[config.mk]
export PLATFORM = sky130hd
export DESIGN_NAME = calc_seq_ctrl_flat
export DESIGN_NICKNAME = d
export VERILOG_FILES = /design/src/rtl/calc_seq_ctrl_if.sv /design/src/rtl/calc_seq_ctrl.sv /design/src/flat_wrapper.sv
export SDC_FILE = /design/constraint.sdc
export NUM_CORES = 1
export LEC_CHECK = 0
export BUFFER_PORTS_ARGS = -buffer_cell sky130_fd_sc_hd__buf_2
export CORE_MARGIN = 2
export CORE_UTILIZATION = 47
export CTS_CLUSTER_SIZE = 20
export DETAILED_ROUTE_END_ITERATION = 10
export GPL_TIMING_DRIVEN = 0
export PLACE_DENSITY = 0.84
export SYNTH_ARGS = -nofsm -noshare
export SYNTH_HDL_FRONTEND = slang
export SYNTH_SLANG_ARGS = --single-unit
[constraint.sdc]
create_clock -name clk -period 2.1 [get_ports clk]
set_input_delay 0.105 -clock clk [delete_from_list [all_inputs] [get_ports clk]]
set_output_delay 0.105 -clock clk [all_outputs]
set_load 0.05 [all_outputs]
[src/rtl/calc_seq_ctrl_if.sv]
// Operand/opcode strobes, ALU operand/enable/result lines and status of the calculator sequencer.
// The environment (stimulus + ALU) is the master; calc_seq_ctrl is the slave.
interface calc_seq_ctrl_if;
  logic        num_valid;
  logic [7:0]  num_in;
  logic        op_valid;
  logic [1:0]  op_in;
  logic [7:0]  alu_a;
  logic [7:0]  alu_b;
  logic        enable_add;
  logic        enable_sub;
  logic        enable_mul;
  logic        enable_div;
  logic [8:0]  result_add;
  logic [7:0]  result_sub;
  logic [15:0] result_mul;
  logic [7:0]  result_div;
  logic        alu_error;
  logic [15:0] result;
  logic        result_valid;
  logic        error_flag;
  logic [2:0]  state;

  modport slave (
    input  num_valid, num_in, op_valid, op_in,
    input  result_add, result_sub, result_mul, result_div, alu_error,
    output alu_a, alu_b, enable_add, enable_sub, enable_mul, enable_div,
    output result, result_valid, error_flag, state
  );

  modport master (
    output num_valid, num_in, op_valid, op_in,
    output result_add, result_sub, result_mul, result_div, alu_error,
    input  alu_a, alu_b, enable_add, enable_sub, enable_mul, enable_div,
    input  result, result_valid, error_flag, state
  );
endinterface

[src/rtl/calc_seq_ctrl.sv]
// Operand/opcode sequencer for an external 8-bit ALU; latches the selected result after one EXEC cycle.
// Optional macro CALC_CHAIN_EN: an opcode strobe in DONE reuses result[7:0] as the next A operand.
//
// state  | code | meaning
// IDLE   | 0    | waiting for operand A
// GET_OP | 1    | waiting for opcode
// GET_B  | 2    | waiting for operand B
// EXEC   | 3    | one enable asserted, ALU result sampled on exit
// DONE   | 4    | result valid, holding
// ERR    | 5    | divide error, held until clear/reset
module calc_seq_ctrl (
  input  logic          clk,
  input  logic          reset,
  input  logic          clear,
  calc_seq_ctrl_if.slave bus
);

  typedef enum logic [2:0] {
    IDLE   = 3'd0,
    GET_OP = 3'd1,
    GET_B  = 3'd2,
    EXEC   = 3'd3,
    DONE   = 3'd4,
    ERR    = 3'd5
  } state_t;

  localparam logic [1:0] OP_DIV = 2'd3;

  state_t      st;
  logic [1:0]  opcode;
  logic [7:0]  a_q;
  logic [7:0]  b_q;
  logic [3:0]  en_q;
  logic [15:0] result_q;
  logic        valid_q;
  logic        err_q;

  always_ff @(posedge clk) begin
    if (reset || clear) begin
      st       <= IDLE;
      opcode   <= 2'd0;
      a_q      <= 8'd0;
      b_q      <= 8'd0;
      en_q     <= 4'd0;
      result_q <= 16'd0;
      valid_q  <= 1'b0;
      err_q    <= 1'b0;
    end else begin
      en_q <= 4'd0;
      case (st)
        IDLE: begin
          if (bus.num_valid) begin
            a_q <= bus.num_in;
            st  <= GET_OP;
          end
        end
        GET_OP: begin
          if (bus.op_valid) begin
            opcode <= bus.op_in;
            st     <= GET_B;
          end
        end
        GET_B: begin
          if (bus.num_valid) begin
            b_q  <= bus.num_in;
            en_q <= 4'b0001 << opcode;
            st   <= EXEC;
          end
        end
        EXEC: begin
          // alu_error only means something for a divide
          if (opcode == OP_DIV && bus.alu_error) begin
            result_q <= 16'd0;
            err_q    <= 1'b1;
            st       <= ERR;
          end else begin
            case (opcode)
              2'd0:    result_q <= {7'd0, bus.result_add};
              2'd1:    result_q <= {8'd0, bus.result_sub};
              2'd2:    result_q <= bus.result_mul;
              default: result_q <= {8'd0, bus.result_div};
            endcase
            valid_q <= 1'b1;
            st      <= DONE;
          end
        end
        DONE: begin
          if (bus.num_valid) begin
            a_q     <= bus.num_in;
            valid_q <= 1'b0;
            st      <= GET_OP;
          end
`ifdef CALC_CHAIN_EN
          else if (bus.op_valid) begin
            a_q     <= result_q[7:0];
            opcode  <= bus.op_in;
            valid_q <= 1'b0;
            st      <= GET_B;
          end
`else
`endif
        end
        ERR: begin
          st <= ERR;
        end
        default: st <= IDLE;
      endcase
    end
  end

  assign bus.alu_a        = a_q;
  assign bus.alu_b        = b_q;
  assign bus.enable_add   = en_q[0];
  assign bus.enable_sub   = en_q[1];
  assign bus.enable_mul   = en_q[2];
  assign bus.enable_div   = en_q[3];
  assign bus.result       = result_q;
  assign bus.result_valid = valid_q;
  assign bus.error_flag   = err_q;
  assign bus.state        = st;

endmodule

[src/flat_wrapper.sv]
// flat-port wrapper written by rule: the top's interface ports become plain ports
module calc_seq_ctrl_flat 
  (clk, reset, clear, bus_num_valid, bus_num_in, bus_op_valid, bus_op_in, bus_result_add, bus_result_sub, bus_result_mul, bus_result_div, bus_alu_error, bus_alu_a, bus_alu_b, bus_enable_add, bus_enable_sub, bus_enable_mul, bus_enable_div, bus_result, bus_result_valid, bus_error_flag, bus_state);
  calc_seq_ctrl_if bus_i ();
  input  logic clk;
  input  logic reset;
  input  logic clear;
  input wire logic [$bits(bus_i.num_valid)-1:0] bus_num_valid;
  input wire logic [$bits(bus_i.num_in)-1:0] bus_num_in;
  input wire logic [$bits(bus_i.op_valid)-1:0] bus_op_valid;
  input wire logic [$bits(bus_i.op_in)-1:0] bus_op_in;
  input wire logic [$bits(bus_i.result_add)-1:0] bus_result_add;
  input wire logic [$bits(bus_i.result_sub)-1:0] bus_result_sub;
  input wire logic [$bits(bus_i.result_mul)-1:0] bus_result_mul;
  input wire logic [$bits(bus_i.result_div)-1:0] bus_result_div;
  input wire logic [$bits(bus_i.alu_error)-1:0] bus_alu_error;
  output wire logic [$bits(bus_i.alu_a)-1:0] bus_alu_a;
  output wire logic [$bits(bus_i.alu_b)-1:0] bus_alu_b;
  output wire logic [$bits(bus_i.enable_add)-1:0] bus_enable_add;
  output wire logic [$bits(bus_i.enable_sub)-1:0] bus_enable_sub;
  output wire logic [$bits(bus_i.enable_mul)-1:0] bus_enable_mul;
  output wire logic [$bits(bus_i.enable_div)-1:0] bus_enable_div;
  output wire logic [$bits(bus_i.result)-1:0] bus_result;
  output wire logic [$bits(bus_i.result_valid)-1:0] bus_result_valid;
  output wire logic [$bits(bus_i.error_flag)-1:0] bus_error_flag;
  output wire logic [$bits(bus_i.state)-1:0] bus_state;
  assign bus_i.num_valid = bus_num_valid;
  assign bus_i.num_in = bus_num_in;
  assign bus_i.op_valid = bus_op_valid;
  assign bus_i.op_in = bus_op_in;
  assign bus_i.result_add = bus_result_add;
  assign bus_i.result_sub = bus_result_sub;
  assign bus_i.result_mul = bus_result_mul;
  assign bus_i.result_div = bus_result_div;
  assign bus_i.alu_error = bus_alu_error;
  assign bus_alu_a = bus_i.alu_a;
  assign bus_alu_b = bus_i.alu_b;
  assign bus_enable_add = bus_i.enable_add;
  assign bus_enable_sub = bus_i.enable_sub;
  assign bus_enable_mul = bus_i.enable_mul;
  assign bus_enable_div = bus_i.enable_div;
  assign bus_result = bus_i.result;
  assign bus_result_valid = bus_i.result_valid;
  assign bus_error_flag = bus_i.error_flag;
  assign bus_state = bus_i.state;
  calc_seq_ctrl u_core (.clk(clk), .reset(reset), .clear(clear), .bus(bus_i));
endmodule
# Word-level counts from Yosys, hierarchy flattened
# Index checks and enable logic that the tools add are counted.
[totals]
ff_bits = 43
in_bits = 57
out_inout_bits = 41
wordCells = 47
[classes]
eq_ne = 13
shift = 1
mux = 10
bitwise_logic = 2
reduce_logical = 13
[op_table]
columns = ["cell", "n"]
rows = [
  ["one-hot mux 16 bit (3 select lines)", 1],
  ["2-to-1 mux 16 bit", 1],
  ["one-hot mux 3 bit (5 select lines)", 1],
  ["2-to-1 mux 3 bit", 3],
  ["!= test 2 bit, second input constant", 4],
  ["AND reduction 2 bit", 4],
  ["== test 3 x 2 -> 1 bit, second input constant", 2],
  ["== test 3 bit, second input constant", 2],
  ["AND reduction 3 bit", 2],
  ["== test 2 bit, second input constant", 2],
  ["left shift 1 x 2 -> 4 bit, first input constant", 1],
  ["== test 3 x 1 -> 1 bit, second input constant", 1],
  ["logical NOT 3 bit", 1],
  ["2-to-1 mux 1 bit", 3],
  ["OR reduction 3 bit", 1],
  ["== test 2 x 1 -> 1 bit, second input constant", 1],
  ["logical NOT 2 bit", 1],
  ["!= test 2 x 1 -> 1 bit, second input constant", 1],
  ["NOT 1 bit", 2],
  ["one-hot mux 1 bit (2 select lines)", 1],
  ["nonzero test 2 bit", 1],
  ["OR reduction 2 bit", 1],
  ["logical AND 1 bit", 1],
  ["logical OR 1 bit", 1],
]

# Logic depth before layout (Yosys ltp)
# Gate-level depths: netlist of run 1.
[logic_depth]
ltp_word = 4
depth_mapped = 5
depth_no_buf = 3

# Least setup slack after synthesis of run 1
# Ideal clock, no wire load.
[synth_path]
kind = "register to register"
start = "reg u_core.st[1], in the netlist u_core.bus.state[1]"
end = "reg u_core.result_q[6], in the netlist u_core.bus.result[6]"
setup_time_ps = 117
arrival_ps = 1509
t_required_ps = 1983
path_slack_ps = 474
stages_incl_launch_ff = 5
n_path_buf = 2
synth_period_minus_slack_ps = 1626
path_cell_list = "dfxtp_1 -> buf_2 -> nand3b_2 -> buf_2 -> a32o_1"
[synth_between]
elab_chain_cells = 1
[synth_lines]
columns = ["element", "line_no", "text"]
rows = [
  ["start: declaration", "calc_seq_ctrl.sv:29", "state_t st;"],
  ["start signal: assignment", "calc_seq_ctrl.sv:40", "st <= IDLE;"],
  ["start signal: assignment", "calc_seq_ctrl.sv:54", "st <= GET_OP;"],
  ["start signal: assignment", "calc_seq_ctrl.sv:60", "st <= GET_B;"],
  ["== test 3 x 2 -> 1 bit", "calc_seq_ctrl.sv:50", "case (st)"],
  ["end signal: assignment", "calc_seq_ctrl.sv:78", "2'd0: result_q <= {7'd0, bus.result_add};"],
  ["end signal: assignment", "calc_seq_ctrl.sv:79", "2'd1: result_q <= {8'd0, bus.result_sub};"],
  ["end signal: assignment", "calc_seq_ctrl.sv:80", "2'd2: result_q <= bus.result_mul;"],
  ["end: declaration", "calc_seq_ctrl.sv:34", "logic [15:0] result_q;"],
]
# Every way passes these cells.
# A chain may end at the register's enable or synchronous reset.

# Worst setup path in the final report of run 1
[layout_path]
start = "reg u_core.opcode[1]"
end = "reg u_core.result_q[4], in the netlist u_core.bus.result[4]"
[layout_between]
elab_chain_cells = 3
elab_cells_between_ends = 7
classes_between = "3 x eq/ne; 2 x mux; 2 x reduce/logical"
[layout_lines]
columns = ["element", "line_no", "text"]
rows = [
  ["start: declaration", "calc_seq_ctrl.sv:30", "logic [1:0] opcode;"],
  ["start signal: assignment", "calc_seq_ctrl.sv:59", "opcode <= bus.op_in;"],
  ["== test 2 bit, or another cell as far along", "calc_seq_ctrl.sv:77", "case (opcode)"],
  ["one-hot mux 16 bit (3 select lines) / logical AND 1 bit (equally long branches)", "calc_seq_ctrl.sv:77, calc_seq_ctrl.sv:72", ""],
  ["2-to-1 mux 16 bit *", "calc_seq_ctrl.sv:72", "if (opcode == OP_DIV && bus.alu_error) begin"],
]
# Mark *: on every way between the ends. The rest lies on a longest branch, timed or not.

==> results.md, run 1 <==
- Rel. slew slack: about two thirds
- Hold buffers post-CTS: 0
- CTS tree: yes
- CP Capture Type: register
- GRT Util Overall: 20.1%
- Core Box Area: ~0.0037 mm²
- DRC: 0
- # Max-Cap Violations: 0
- Antenna diodes: 0
- Setup_tns: 0 ns
- WL/cell: between 10 and 15 µm
- Die height: 65.9 µm
- Library cells used by synthesis: 33
- PwrDens: 659 mW/mm²
- Worst VDD drop: around 0.50 mV
- Syn_nets: around 220
- Initial drt markers: 39
- Cells after DPL: between 300 and 400
- Fill cells: between 300 and 400
- Max FO, Critical Path: 10
- Root Driver: clkbuf_8
- Final Instance Count excl. Fillers: approximately 320
- Lkg Pwr: around 1.1 nW
- Synthesized flop and latch total: 43
- Die Area: 0.00435 mm²
- Port Buf Inserts: 97
- Post-route ant nets: 0
- Dpl hpwl: ~3.2 mm
- Clock latency on the worst-skew pair: roughly 0.28 ns
- Routed WL: between 4 and 5 mm
- Syn Std Cell Area: ~0.0018 mm²
- Sequential cell area fraction in the yosys report: a little under half
- Synth Warn #: 0
- Min-delay worst type: input pin to register
- TritonCTS Buffers: 5
- Area growth syn-to-layout: 36.8%
- Critical Path RT: about 2.3 ns
- Max Root-Sink Buffers: 2
- Clock slew at reported path FFs: about 0.080 ns
- Initial antenna violation count: 0
- Setup Crit Path Kind: register to register
- Nets@finish: 327
- Clk sink count: 43
- Slew Limit Fails: 0
- Post-CTS Setup Repair Bufs: 0
- DR vias/cell: ~5.0
- Tmin final: about 1.6 ns
- Setup violators final: 0
- Part of the cycle the worst path needs: 77.9%
- Worst slack at placement: roughly 0.46 ns
- Final worst-path setup slack: approximately 0.46 ns
- RSZ-0062 raised after global routing: no
- Avg Inst Size Synth: between 10 and 15 µm²
- Largest net degree at the start of global routing: 14
- Worst setup SP type: register
- Worst Path Arrival: between 1.5 and 2 ns
- First-pass GRT wire length: around 6.7 mm
- Layout cells sized above 1: between 40% and 50%
- Resize count post-CTS: 0
- DR vias: ~1600
- Synthesized instance count: ~170
- Detailed Routing Iterations Pass 1: 4
- Initial core utilization: about half
- Number of I/O pins: a little under 100
- Outcome: complete, no violations
- Slew @ Worst Pin: roughly 0.52 ns
- Clk_skew: 0.00509 ns
- Fin. Hold Viols: 0
- Number of global-route vias before repair: between 1500 and 2000
- Die Wd: 65.9 µm
- GRT Residual Overflow: 0
- Rows: 22
- Maximum clock rate: between 600 and 700 MHz
- H-tree levels: 2
- Placer Congestion: 0.734
per-stage QoR:
| step | hold slack [ns] | cell area, µm² | utilization, % | power, W |
|---|---|---|---|---|
| finish | 0.0569 | 2470 | 67.4 | 0.00162 |
| global route | 0.0633 | 2470 | 67.4 | 0.00170 |
| CTS | 0.0522 | 2470 | 67.4 | 0.00164 |
| detailed placement | 0.352 | 2350 | 64.1 | 0.000998 |
| global placement | 0.336 | 2350 | 64.1 | 0.000995 |
| floorplan | 0.252 | 1800 | - | 0.000928 |
synth_stat cells, drive strengths merged:
cell type,instances,area [µm²]
or3,1,6.26
clkbuf,6,22.5
buf,8,63.8
a31oi,1,6.26
nor3b,2,15.0
inv,2,7.51
nor2,23,86.3
and4bb,2,25.0
nand3,7,35.0
o21bai,1,7.51
nand2,10,37.5
a21boi,1,7.51
or2,1,6.26
dfxtp,43,861
and3,2,13.8
mux4,8,191
nand2b,1,6.26
nand3b,1,11.3
o21ai,1,5.00
a32o,8,80.1
a21oi,10,50.1
mux2i,19,190
a211oi,1,7.51
and3b,2,17.5
o21a,1,7.51
and2b,1,8.76
nor3,3,26.3
registers in the layout (all words and copies together), names as in the netlist:
name / count
u_core.en_q: 4
u_core.bus.error_flag: 1
u_core.bus.result_valid: 1
u_core.opcode: 2
u_core.bus.alu_b: 8
u_core.bus.alu_a: 8
u_core.bus.state: 3
u_core.bus.result: 16
final timing paths:
check / startpoint / end / slack, ns / depth (start not counted)
worst max register to register: u_core.opcode[1] / u_core.bus.result[4] / 0.46 / 3
worst max-delay path: u_core.opcode[1] / u_core.bus.result[4] / 0.46 / 3
worst min register to register: u_core.bus.result[12] / u_core.bus.result[12] / 0.45 / 2
worst min-delay path: bus_op_in[0] / u_core.opcode[0] / 0.06 / 3
power breakdown:
part	switching [W]	internal, W	leakage, nW
logic	0.0000784	0.0000744	0.720
clock network	0.000262	0.000385	0.0612
registers	0.00000356	0.000822	0.347
total	0.000344	0.00128	1.13
cell families (layout without fill, tap and decap cells):
logic type	Yosys count	after routing	share of synthesized area (%)
AOI/OAI and AO/OA	24	24	9.51
buffers and inverters	16	121	5.20
DFF	43	43	47.7
muxes	27	27	21.2
and+or+nand+nor	56	56	16.4
metal layers:
metal	track usage, %	wire [µm]	share of wire, %
met1	24.6	1820	43
met5	0	0	0
met4	8.16	84	2.0
met2	33.7	2080	49
met3	5.11	286	6.7
cell usage in the layout, fill, tap and decap left out, types with 2 or more instances in the layout:
master    count
mux4_1        3
buf_2       102
nand3_1       7
dfxtp_1      43
nand2_1      10
clkbuf_8      6
mux4_2        5
inv_1         2
a21oi_1      10
nor3_1        2
clkbuf_1      6
and3b_1       2
nor2_1       23
mux2i_1      19
nor3b_1       2
a32o_1        8
and4bb_2      2
final cells by class:
class                      count  area (µm²)  share of cell area [%]
buffer                        14        86.3                    3.50
clock buffer                   6        82.6                    3.35
clock inverter                 2        35.0                    1.42
inverter                       2        7.51                   0.304
multi-input combinational    107         848                    34.4
sequential                    43         861                    34.9
tap                           48        60.1                    2.44
timing repair buffer          97         485                    19.7
critical path, stage by stage, from the launching register on:
cell,delay [ns]
dfxtp_1,0.45
clkbuf_1,0.45
mux4_2,0.40
a32o_1,0.23
No activity file was read; power rests on OpenSTA's default activity.
==> run 2: changes to the inputs <==
- CORE_UTILIZATION: 47 -> 44
- PLACE_DENSITY: 0.84 -> 0.79
- clock period: 2.1 -> 1.7 ns (I/O delays scaled with it)
==> run 2 against run 1 <==
Effect of this change: sequential power increased by 24%; clock power rose by 25%; critical path type unchanged; largest power group unchanged; global-route usage is 0.30 points lower; routed wire length rose by 3.0%; largest cell class unchanged.
==> results.md, run 2 (synthesized netlist as in run 1, its figures left out) <==
- Clock slew at reported path FFs: around 0.08 ns
- Clk_skew: approximately 0.0052 ns
- Setup_tns: 0 ns
- Layout cells sized above 1: 46.5%
- GRT Util Overall: between 15 and 20%
- CP Capture Type: register
- Rel. slew slack: 69.6%
- Initial drt markers: 74
- Die height: 68.0 µm
- DRC: 0
- Rows: 23
- CTS tree: yes
- TritonCTS Buffers: 5
- DR vias: approximately 1600
- GRT Residual Overflow: 0
- Placer Congestion: a little under 0.8
- Dpl hpwl: about 3.3 mm
- Detailed Routing Iterations Pass 1: 4
- Tmin final: ~1.4 ns
- Port Buf Inserts: 97
- Area growth syn-to-layout: 37.0%
- Worst setup SP type: register
- Min-delay worst type: input pin to register
- Die Wd: approximately 68 µm
- Critical Path RT: about 1.9 ns
- Initial antenna violation count: 0
- Part of the cycle the worst path needs: a little over four fifths
- Most common cell after layout, fill and taps aside: buf_2
- Largest net degree at the start of global routing: 14
- DR vias/cell: 5.01
- WL/cell: about 14 µm
- Setup violators final: 0
- Fill cells: ~340
- Final hold slack: roughly 0.035 ns
- Max FO, Critical Path: 10
- Clock latency on the worst-skew pair: around 0.29 ns
- Worst Path Arrival: 1.62 ns
- First-pass GRT wire length: roughly 6.7 mm
- H-tree levels: 2
- Lkg Pwr: 1.13 nW
- Die Area: ~0.0046 mm²
- Clk sink count: 43
- Fin. Hold Viols: 0
- Outcome: complete, no violations
- Root Driver: clkbuf_8
- Nets@finish: about 330
- Antenna diodes: 0
- Number of I/O pins: 98
- Initial core utilization: 45.4%
- Max Root-Sink Buffers: 2
- Core Box Area: around 0.004 mm²
- Utilization after layout: just over 60%
- Largest register FFs: 16
- Maximum clock rate: between 600 and 700 MHz
- PwrDens: around 820 mW/mm²
- Slew Limit Fails: 0
- Post-route ant nets: 0
- Hold buffers post-CTS: 0
- Slew @ Worst Pin: between 0.4 and 0.5 ns
- Commonest cells after routing, fill and taps aside: 102 x buf_2, 43 x dfxtp_1, 23 x nor2_1, 19 x mux2i_1
- Routed WL: ~4.4 mm
- RSZ-0062 raised after global routing: no
- # Max-Cap Violations: 0
- Worst VDD drop: about 0.54 mV
- Setup Crit Path Kind: register to register
- Number of global-route vias before repair: approximately 1500
[run 2: cell counts in the layout (fill, tap and decap cells not counted)]
No cell type changed its count.
[run 2: path summary, 6_finish.rpt]
check        depth (start not counted)                   from                     to  slack, ns
max                                  3       u_core.opcode[1]   u_core.bus.result[6]       0.27
min                                  3           bus_op_in[0]       u_core.opcode[0]       0.04
max reg2reg                          3       u_core.opcode[1]   u_core.bus.result[6]       0.27
min reg2reg                          2  u_core.bus.result[12]  u_core.bus.result[12]       0.45
[run 2: final cells by class]
| type | count | area, µm² | share of cell area [%] |
|---|---|---|---|
| sequential | 43 | 861 | 34.9 |
| tap | 50 | 62.6 | 2.53 |
| clock buffer | 6 | 82.6 | 3.34 |
| clock inverter | 2 | 35.0 | 1.42 |
| buffer | 14 | 87.6 | 3.55 |
| multi-input combinational | 107 | 848 | 34.3 |
| inverter | 2 | 7.51 | 0.304 |
| timing repair buffer | 97 | 485 | 19.7 |
[run 2: metal layers]
layer	vias up	track usage, %	routed length, µm
met4	0	7.50	49
met5	-	0	0
met2	79	33.9	2090
met1	719	21.5	1770
li1	805	-	-
met3	6	8.88	482
[run 2: through the flow]
stage / setup slack [ns] / instance area [µm²] / power, W / std cells
3_3_place_gp: 0.0924 / 2350 / 0.00123 / 313
2_1_floorplan: 0.0738 / 1800 / 0.00115 / 166
3_5_place_dp: 0.0670 / 2350 / 0.00123 / 313
5_1_grt: 0.117 / 2470 / 0.00210 / 321
6_report: 0.267 / 2470 / 0.00202 / 321
4_1_cts: 0.0595 / 2470 / 0.00205 / 321
[run 2: critical path: stages, from the launching register on]
cell and delay, ns:
dfxtp_1 0.46, clkbuf_2 0.30, mux4_2 0.35, a32o_1 0.22
[run 2: repair_timing]
action | CTS | global route
setup buffers | 0 | 0
gates resized for setup | 0 | 2
endpoints found under the setup margin | 0 | 6
[run 2: power breakdown]
group,internal (W),switching (W),total [W],leakage [nW]
combinational,0.0000920,0.0000982,0.000190,0.723
sequential,0.00102,0.00000445,0.00102,0.347
clock,0.000475,0.000331,0.000806,0.0612
total,0.00158,0.000434,0.00202,1.13
==> run 3: changes to the inputs <==
- ABC_AREA: unset -> 1
- CORE_UTILIZATION: 44 -> 41
- PLACE_DENSITY: 0.79 -> 0.76
- clock period: 1.7 -> 1.3 ns (I/O delays scaled with it)
==> run 3 against run 2 <==
Effect of this change: die area is 14% higher; sequential share of layout area down 1.9 points; synthesized area is 7.1% higher; sequential power up 32%; routed wire length increased by 15%; non-clock buffer count is 3 lower; via count rose by 30%; register-to-register slack got worse by 0.16 ns; synthesized cell count is 59% higher; first-iteration DRC count up 31%; global-route usage grew 0.064 points; critical endpoint is now u_core.bus.alu_a[1]; largest cell class is now multi-input combinational cells; largest power group unchanged.
==> results.md, run 3 <==
- CP Capture Type: register
- Hold path depth: 3
- Routed WL: roughly 5.0 mm
- Setup violators final: 0
- RR Endpoint: u_core.bus.alu_a[1]
- Slew Limit Fails: 0
- Synth area leaders: dfxtp_1 45%, nor2_1 12%, nand2_1 8.4%
- First-pass GRT wire length: about 8.4 mm
- Synth Warn #: 0
- Rel. slew slack: about 61%
- # Max-Cap Violations: 0
- FF-to-FF path depth: 5
- Library cells used by synthesis: 25
- Number of synthesized flops with an enable pin: 0
- Largest net degree at the start of global routing: 14
- Detailed Routing Iterations Pass 1: 4
- Number of global-route vias before repair: about 2000
- Core Box Area: between 0.004 and 0.005 mm²
- H-tree levels: 2
- Top FF cell, synth: dfxtp_1
- Maximum clock rate: about 840 MHz
- PwrDens: around 1000 mW/mm²
- Placer Congestion: between 0.8 and 0.9
- Clock slew at reported path FFs: about 0.09 ns
- Fill cells: roughly 440
- DR vias/cell: 4.96
- Worst R2R Start: u_core.bus.state[1]
- GRT Util Overall: roughly a fifth
- Antenna diodes: 0
- Final hold slack: about 0.017 ns
- WL/cell: between 10 and 15 µm
- Initial core utilization: approximately 43%
- Port Buf Inserts: between 90 and 100
- Root Driver: clkbuf_8
- Synth cell count leaders: 61 x nor2_1, 43 x dfxtp_1, 43 x nand2_1
- Syn_nets: between 300 and 400
- Hold buffers post-CTS: 0
- Resize count post-CTS: 0
- Syn Std Cell Area: a little under 0.002 mm²
- Setup Crit Path Kind: register to register
- Die Area: 0.00528 mm²
- Number of I/O pins: slightly below 100
- Synthesized flop and latch total: between 40 and 50
- Layout cells sized above 1: between 30% and 40%
- Outcome: complete, no violations
- Async S/R FF share, synth: 0%
- Part of the cycle the worst path needs: between 90% and 100%
- Post-CTS Setup Repair Bufs: 0
- Fin. Hold Viols: 0
- Sequential cell area fraction in the yosys report: 44.6%
- DRC: 0
- Most common cell after layout, fill and taps aside: buf_2
- RSZ-0062 raised after global routing: no
- Nets@finish: around 430
- Power Total: about 0.0028 W
- Initial antenna violation count: 0
- Top cell type's share of synthesized area: ~45%
- Post-route ant nets: 0
- Die Wd: around 73 µm
- Worst Path Arrival: 1.42 ns
- Critical Path RT: ~1.5 ns
- Max Root-Sink Buffers: 2
- Worst VDD drop: between 0.4 and 0.5 mV
- Avg Inst Size Synth: 7.32 µm²
- Tmin final: 1.19 ns
- Area growth syn-to-layout: 35.9%
- Worst setup SP type: register
- Top-count cell post-synth: nor2_1
- Rows: 24
- Post-synth top area cell: dfxtp_1
- Initial drt markers: 97
- Setup_tns: 0 ns
- Hold Crit Start: bus_op_in[0]
- Lkg Pwr: about 1.3 nW
- CTS tree: yes
- Largest register FFs: 16
- DR vias: around 2100
- TritonCTS Buffers: 5
- GRT Residual Overflow: 0
- Synthesized instance count: around 260
- Flop2flop setup slack: around 0.11 ns
- Clk sink count: 43
- Max FO, Critical Path: 9
- Commonest cells after routing, fill and taps aside: 99 x buf_2, 61 x nor2_1, 43 x nand2_1, 39 x dfxtp_1, 26 x o21ai_0
- Min-delay worst type: input pin to register
- Dpl hpwl: between 3 and 4 mm
- Slew @ Worst Pin: ~0.6 ns
- Clk_skew: 0.00787 ns
- Die height: 72.6 µm
- Hold Crit Endpoint: u_core.opcode[0]
- Clock latency on the worst-skew pair: 0.29 ns
## run 3: cell types whose count changed after synthesis, moves of 4 or more
cell      change
a32o_1        -8
a21oi_1       +9
nor2_1       +38
clkbuf_1      -4
nand3_1      +14
o21ai_0      +25
mux2i_1      -19
a21oi_2       +6
nand2_1      +33
mux4_2        -5
nand4_1       +7
inv_1         +8
## run 3: kinds of logic (layout without fill, tap and decap cells)
logic type / Yosys count / after routing / share of synthesized area [%]
DFF: 43 / 43 / 44.6
and+or+nand+nor: 145 / 145 / 34.3
AOI/OAI and AO/OA: 51 / 51 / 14.4
buffers and inverters: 25 / 130 / 6.80
## run 3: where the power goes
part	switching (W)	total [W]	leakage, nW	internal (W)
sequential	0.0000136	0.00135	0.349	0.00134
combinational	0.000204	0.000322	0.856	0.000118
clock	0.000460	0.00108	0.0612	0.000622
## run 3: worst max-delay path by stage
| stage | to | from | slack, ns |
|---|---|---|---|
| after global placement | u_core.bus.result[1] | u_core.opcode[1] | 0.09 |
| final | u_core.bus.alu_a[1] | u_core.bus.state[1] | 0.11 |
| after floorplan | u_core.bus.result[6] | u_core.bus.state[0] | 0.04 |
| after global routing | u_core.bus.result[3] | u_core.opcode[0] | 0.02 |
| after detailed placement | u_core.bus.result[2] | u_core.opcode[0] | 0.07 |
| after CTS | u_core.bus.alu_a[1] | u_core.bus.state[1] | 0.05 |
## run 3: per-layer routing
layer	vias up	routed length [µm]	track usage (%)
met2	86	2440	35.3
met3	6	404	6.08
met4	0	48	5.14
met5	-	0	0
met1	927	2140	23.3
li1	1071	-	-
## run 3: worst max-delay path: stages (launching register included)
cell and delay (ns):
dfxtp_2 0.36, nor2_1 0.20, nand2_1 0.22, inv_2 0.19, nor2_1 0.06, nor2_1 0.10
## run 3: layout make-up
class | instances | area, µm² | area share, %
Multi-Input combinational cell | 196 | 950 | 36.2
Clock buffer | 6 | 82.6 | 3.15
Inverter | 14 | 67.6 | 2.57
Tap cell | 52 | 65.1 | 2.48
Clock inverter | 2 | 35.0 | 1.33
Buffer | 11 | 73.8 | 2.81
Timing Repair Buffer | 97 | 485 | 18.5
Sequential cell | 43 | 866 | 33.0
## run 3: stage by stage
step / setup slack, ns / utilization [%] / cell area [µm²] / instances
final: 0.106 / 59.1 / 2630 / 421
after global routing: 0.0173 / 59.1 / 2630 / 421
after floorplan: 0.0430 / - / 1940 / 264
after CTS: 0.0525 / 58.6 / 2600 / 421
after detailed placement: 0.0742 / 55.9 / 2490 / 413
after global placement: 0.0872 / 55.9 / 2490 / 413
